**src/rtl/inst_fetch_unit.sv**
```systemverilog
// inst_fetch_unit: fetches the word at the core pc over a req/gnt/rvalid imem port; timeouts and misaligned pcs yield NOP.
// Define FETCH_REUSE_EN to add a 1-entry reuse buffer that skips memory when the same pc is fetched again.
module inst_fetch_unit #(
    parameter int unsigned TIMEOUT  = 16,
    parameter logic [31:0] NOP_INST = 32'h0000_0013
) (
    input  logic        clk,
    input  logic        rst_n,
    input  logic [31:0] pc_i,
    output logic [31:0] inst_o,
    output logic        inst_valid_o,
    output logic        imem_req_o,
    output logic [31:0] imem_addr_o,
    input  logic        imem_gnt_i,
    input  logic        imem_rvalid_i,
    input  logic [31:0] imem_rdata_i,
    output logic        fetch_err_o,
    output logic [31:0] fetch_cnt_o
);
    localparam int TW = $clog2(TIMEOUT) + 1;
    typedef enum logic [1:0] {S_IDLE, S_REQ, S_WAIT, S_DONE} state_t;
    state_t        state_q, state_d;
    logic [31:0]   addr_q, addr_d, inst_q, inst_d, cnt_q, cnt_d;
    logic [TW-1:0] timer_q, timer_d;
    logic          err_q, err_d;
    logic          misaligned, expired, hit;
    logic [31:0]   hit_inst;
    assign misaligned = addr_q[1:0] != 2'b00;
    assign expired    = timer_q == TW'(TIMEOUT - 1);
`ifdef FETCH_REUSE_EN
    logic        tag_v_q;
    logic [31:0] tag_pc_q, tag_inst_q;
    assign hit      = tag_v_q && addr_q == tag_pc_q;
    assign hit_inst = tag_inst_q;
    // Refilled by every successful read; dropped whenever a fetch falls back to NOP.
    always_ff @(posedge clk or negedge rst_n) begin
        if (!rst_n) begin
            tag_v_q    <= 1'b0;
            tag_pc_q   <= '0;
            tag_inst_q <= NOP_INST;
        end else if (state_q == S_WAIT && imem_rvalid_i) begin
            tag_v_q    <= 1'b1;
            tag_pc_q   <= addr_q;
            tag_inst_q <= imem_rdata_i;
        end else if ((state_q == S_REQ && misaligned) || (state_q == S_WAIT && expired)) begin
            tag_v_q    <= 1'b0;
        end
    end
`else
    assign hit      = 1'b0;
    assign hit_inst = NOP_INST;
`endif
    always_ff @(posedge clk or negedge rst_n) begin
        if (!rst_n) begin
            state_q <= S_IDLE;
            addr_q  <= '0;
            inst_q  <= NOP_INST;
            cnt_q   <= '0;
            timer_q <= '0;
            err_q   <= 1'b0;
        end else begin
            state_q <= state_d;
            addr_q  <= addr_d;
            inst_q  <= inst_d;
            cnt_q   <= cnt_d;
            timer_q <= timer_d;
            err_q   <= err_d;
        end
    end
    // pc is captured on every edge that enters REQ, so the address is purely registered.
    always_comb begin
        state_d = state_q;
        addr_d  = addr_q;
        inst_d  = inst_q;
        cnt_d   = cnt_q;
        timer_d = timer_q;
        err_d   = err_q;
        case (state_q)
            S_IDLE: begin
                state_d = S_REQ;
                addr_d  = pc_i;
            end
            S_REQ: begin
                if (misaligned) begin
                    inst_d  = NOP_INST;
                    err_d   = 1'b1;
                    state_d = S_DONE;
                end else if (hit) begin
                    inst_d  = hit_inst;
                    state_d = S_DONE;
                end else if (imem_gnt_i) begin
                    timer_d = '0;
                    state_d = S_WAIT;
                end
            end
            S_WAIT: begin
                if (imem_rvalid_i) begin
                    inst_d  = imem_rdata_i;
                    state_d = S_DONE;
                end else if (expired) begin
                    inst_d  = NOP_INST;
                    err_d   = 1'b1;
                    state_d = S_DONE;
                end else begin
                    timer_d = timer_q + 1'b1;
                end
            end
            default: begin
                cnt_d   = cnt_q + 32'd1;
                addr_d  = pc_i;
                state_d = S_REQ;
            end
        endcase
    end
    always_comb begin
        imem_req_o   = state_q == S_REQ && !misaligned && !hit;
        imem_addr_o  = addr_q;
        inst_valid_o = state_q == S_DONE;
        inst_o       = state_q == S_DONE ? inst_q : NOP_INST;
        fetch_err_o  = err_q;
        fetch_cnt_o  = cnt_q;
    end
endmodule

```
**config.mk**
```make
export PLATFORM = sky130hd
export DESIGN_NAME = inst_fetch_unit
export DESIGN_NICKNAME = d
export VERILOG_FILES = /design/src/rtl/inst_fetch_unit.sv
export SDC_FILE = /design/constraint.sdc
export NUM_CORES = 1
export LEC_CHECK = 0
export CAP_MARGIN = 20
export CORE_ASPECT_RATIO = 1.5
export CORE_UTILIZATION = 43
export DETAILED_ROUTE_END_ITERATION = 8
export PLACE_DENSITY = 0.77
export SLEW_MARGIN = 10
export SYNTH_ARGS = -nofsm -noshare
export SYNTH_HDL_FRONTEND = slang
export SYNTH_SLANG_ARGS = --single-unit
```
**constraint.sdc**
```tcl
create_clock -name clk -period 3.4 [get_ports clk]
set_input_delay 0.68 -clock clk [delete_from_list [all_inputs] [get_ports clk]]
set_output_delay 0.68 -clock clk [all_outputs]
set_load 0.01 [all_outputs]
```
==> run summary <==
pre-CTS setup slack: 0.737 ns
core area: 0.0106 mm^2
via count: 3628
Die Area: 0.0113 mm^2
final setup vio count: 0
First-pass DRT Iterations: 4
CTS resizes: 0
I/O pin cnt: 167
Crit. Startpoint: state_q[0]
RSZ-0062 raised after global routing: no
Worst Path Required: 2.72 ns
Detail Route Antenna Nets: 0
n_diodes: 0
Reg2Reg Depth: 8
clk sinks: 104
Fin Clk Skew: 0.0105 ns
Clk Tree Root Cell: clkbuf_16
Area Overhead vs Synth: 44.7%
layout cells sized above 1: 11.7%
placed inst area: 0.00650 mm^2
register area: 0.00261 mm^2
crit path kind: reg2out
cts hold-fix bufs: 0
CTS Buf Count: 9
Final Cell Area: 0.00679 mm^2
final cell count without fillers: 733
IO buf count: 166
Worst R2R Start: timer_q[0]
top_reg_cell synth: dfrtp_1
DP Cell Count: 717
Total Wirelength: 11100 um
routability cong.: 0.775
FF+latch count, synth: 104
Final Cycle Share: 87.1%
H-Tree Depth: 3
Fmax: 0.338 GHz
P per Cell Area: 736 mW/mm^2
Leakage Power: 2.82 nW
Hold Crit Class: in2async
commonest non-fill, non-tap cell in the layout: clkdlybuf4s50_1
P_int: 3.25 mW
Net Sw Frac: 34.9%
Filler cells: 866
Net count, final: 659
Gate Count Post-Synth: 421
Die Wd: 87.3 um
maximum VDD drop: 541 uV
Synth Cell Area: 0.00469 mm^2
Final Critical Period: 2.96 ns
crit path max fanout: 33
Die H: 130 um
final-report hold violation count: 0
Syn Nets: 496
Core Rows: 46
arrival time worst endpoint: 2.28 ns
Max Cap Violations: 0
status: completed
power share of the clock group: 19.8%
wire length per cell: 15.1 um
sequential share of the synthesized area: 55.6%
sequential fraction of design power: 37.3%
initial antenna violation count: 0
Setup crit start kind: register
mean post-synth cell area: 11.1 um^2
DRC viols: 0
Clock Latency Late Sink: 0.34 ns
Post-CTS Setup Inserts: 0
gr usage total: 20.9%
first-pass GRT wire length: 18300 um
Syn. warnings: 0
DRT iter0 DRCs: 161
total global routing overflow: 0
leading cell types in the layout, fill and taps excluded: clkdlybuf4s50_1, dfrtp_1, nand4_1
combinational share of power: 42.9%
dpl hpwl: 8260 um
Rel. slew slack: 42.5%
FFs w/ async S/R, synth: 100%
maximum clock path buffer count: 2
Worst Setup End Kind: output port
Vias/cell: 4.95
setup slack after layout: 0.440 ns
starting density of the core: 44.3%
Max Slew Vio Count: 0
clock-pin transition on the worst setup and hold timing paths: 0.07 ns
CTS tree: built
count of different cell masters after synthesis: 41
Final TNS setup: 0 ns
number of synthesized flops with an enable pin: 0
Psw: 1.74 mW
vias in the first global route: 3761
pin count of the biggest net entering global routing: 65
slew at the pin closest to its max-slew limit: 0.862 ns
multi-input logic area: 0.00185 mm^2
==> flip-flops by register name (all words and copies together) (netlist names) <==
register and flops:
fetch_cnt_o 32, fetch_err_o 1, imem_addr_o 32, inst_q 32, state_q 2, timer_q 5
==> power groups by stage <==
| stage | Clock (mW) | Combinational (mW) | Sequential (mW) |
|---|---|---|---|
| after global placement | 0 | 2.11 | 1.87 |
| after floorplan | 0 | 1.16 | 1.95 |
| after global routing | 1.06 | 2.37 | 1.91 |
| after CTS | 1.02 | 2.18 | 1.87 |
| after detailed placement | 0 | 2.17 | 1.89 |
| final | 0.987 | 2.14 | 1.86 |
==> cell families after synthesis <==
logic type	after synthesis	synth area share, %
and+or+nand+nor	133	17.3
DFF	104	55.6
buffers and inverters	61	5.09
AOI/OAI and AO/OA	52	6.40
muxes	34	8.14
xor gates and xnor gates	30	5.60
adders and majority gates	7	1.87
==> worst max-delay path, stage by stage, from the launching register on <==
cell and delay, ns:
dfrtp_1 0.41, ha_1 0.75, and2_1 0.24, clkdlybuf4s50_1 0.54
==> worst paths after layout <==
check                              endpoint  slack (ns)
max in group asynchronous         inst_q[0]        2.24
min in group clk                fetch_err_o        0.47
worst max register to register   inst_q[23]        1.14
worst min-delay path             inst_q[13]        0.36
worst min register to register  fetch_err_o        0.47
worst max-delay path              inst_o[3]        0.44
==> synth_stat cells, drive strengths merged, types with 7 or more instances <==
master | count | area [um^2]
dfrtp | 101 | 2530
nand4 | 43 | 297
inv | 39 | 146
o21ai | 34 | 170
mux2 | 33 | 372
and2 | 30 | 188
xnor2 | 25 | 219
nor2 | 16 | 62.6
nand2 | 15 | 56.3
clkbuf | 13 | 48.8
buf | 9 | 43.8
a21oi | 8 | 40.0
and3 | 7 | 43.8
ha | 7 | 87.6
nand3 | 7 | 35.0
==> per-layer routing <==
| layer | track usage, % | vias to the layer above | routed length [um] |
|---|---|---|---|
| met5 | 0 | - | 0 |
| met4 | 10.1 | 0 | 344 |
| met3 | 3.10 | 23 | 480 |
| met2 | 37.1 | 100 | 5920 |
| met1 | 24.5 | 1733 | 4340 |
| li1 | - | 1772 | - |
==> through the flow <==
stage	util (%)	total power, mW	hold slack [ns]
6_report	64.1	4.99	0.364
3_5_place_dp	61.4	4.06	0.452
3_3_place_gp	61.4	3.98	0.442
2_1_floorplan	-	3.11	0.384
4_1_cts	64.1	5.06	0.399
5_1_grt	64.1	5.34	0.427
==> area by class of cell <==
| cell class | instances | share of cell area [%] |
|---|---|---|
| repair buffers | 174 | 25.3 |
| flip-flops and latches | 104 | 38.4 |
| clock buffers | 10 | 3.52 |
| clock inverters | 6 | 0.774 |
| multi-input cells | 256 | 27.2 |
| well taps | 144 | 2.65 |
| inverters | 39 | 2.16 |
Note: power is estimated with default switching activity, not from simulation.
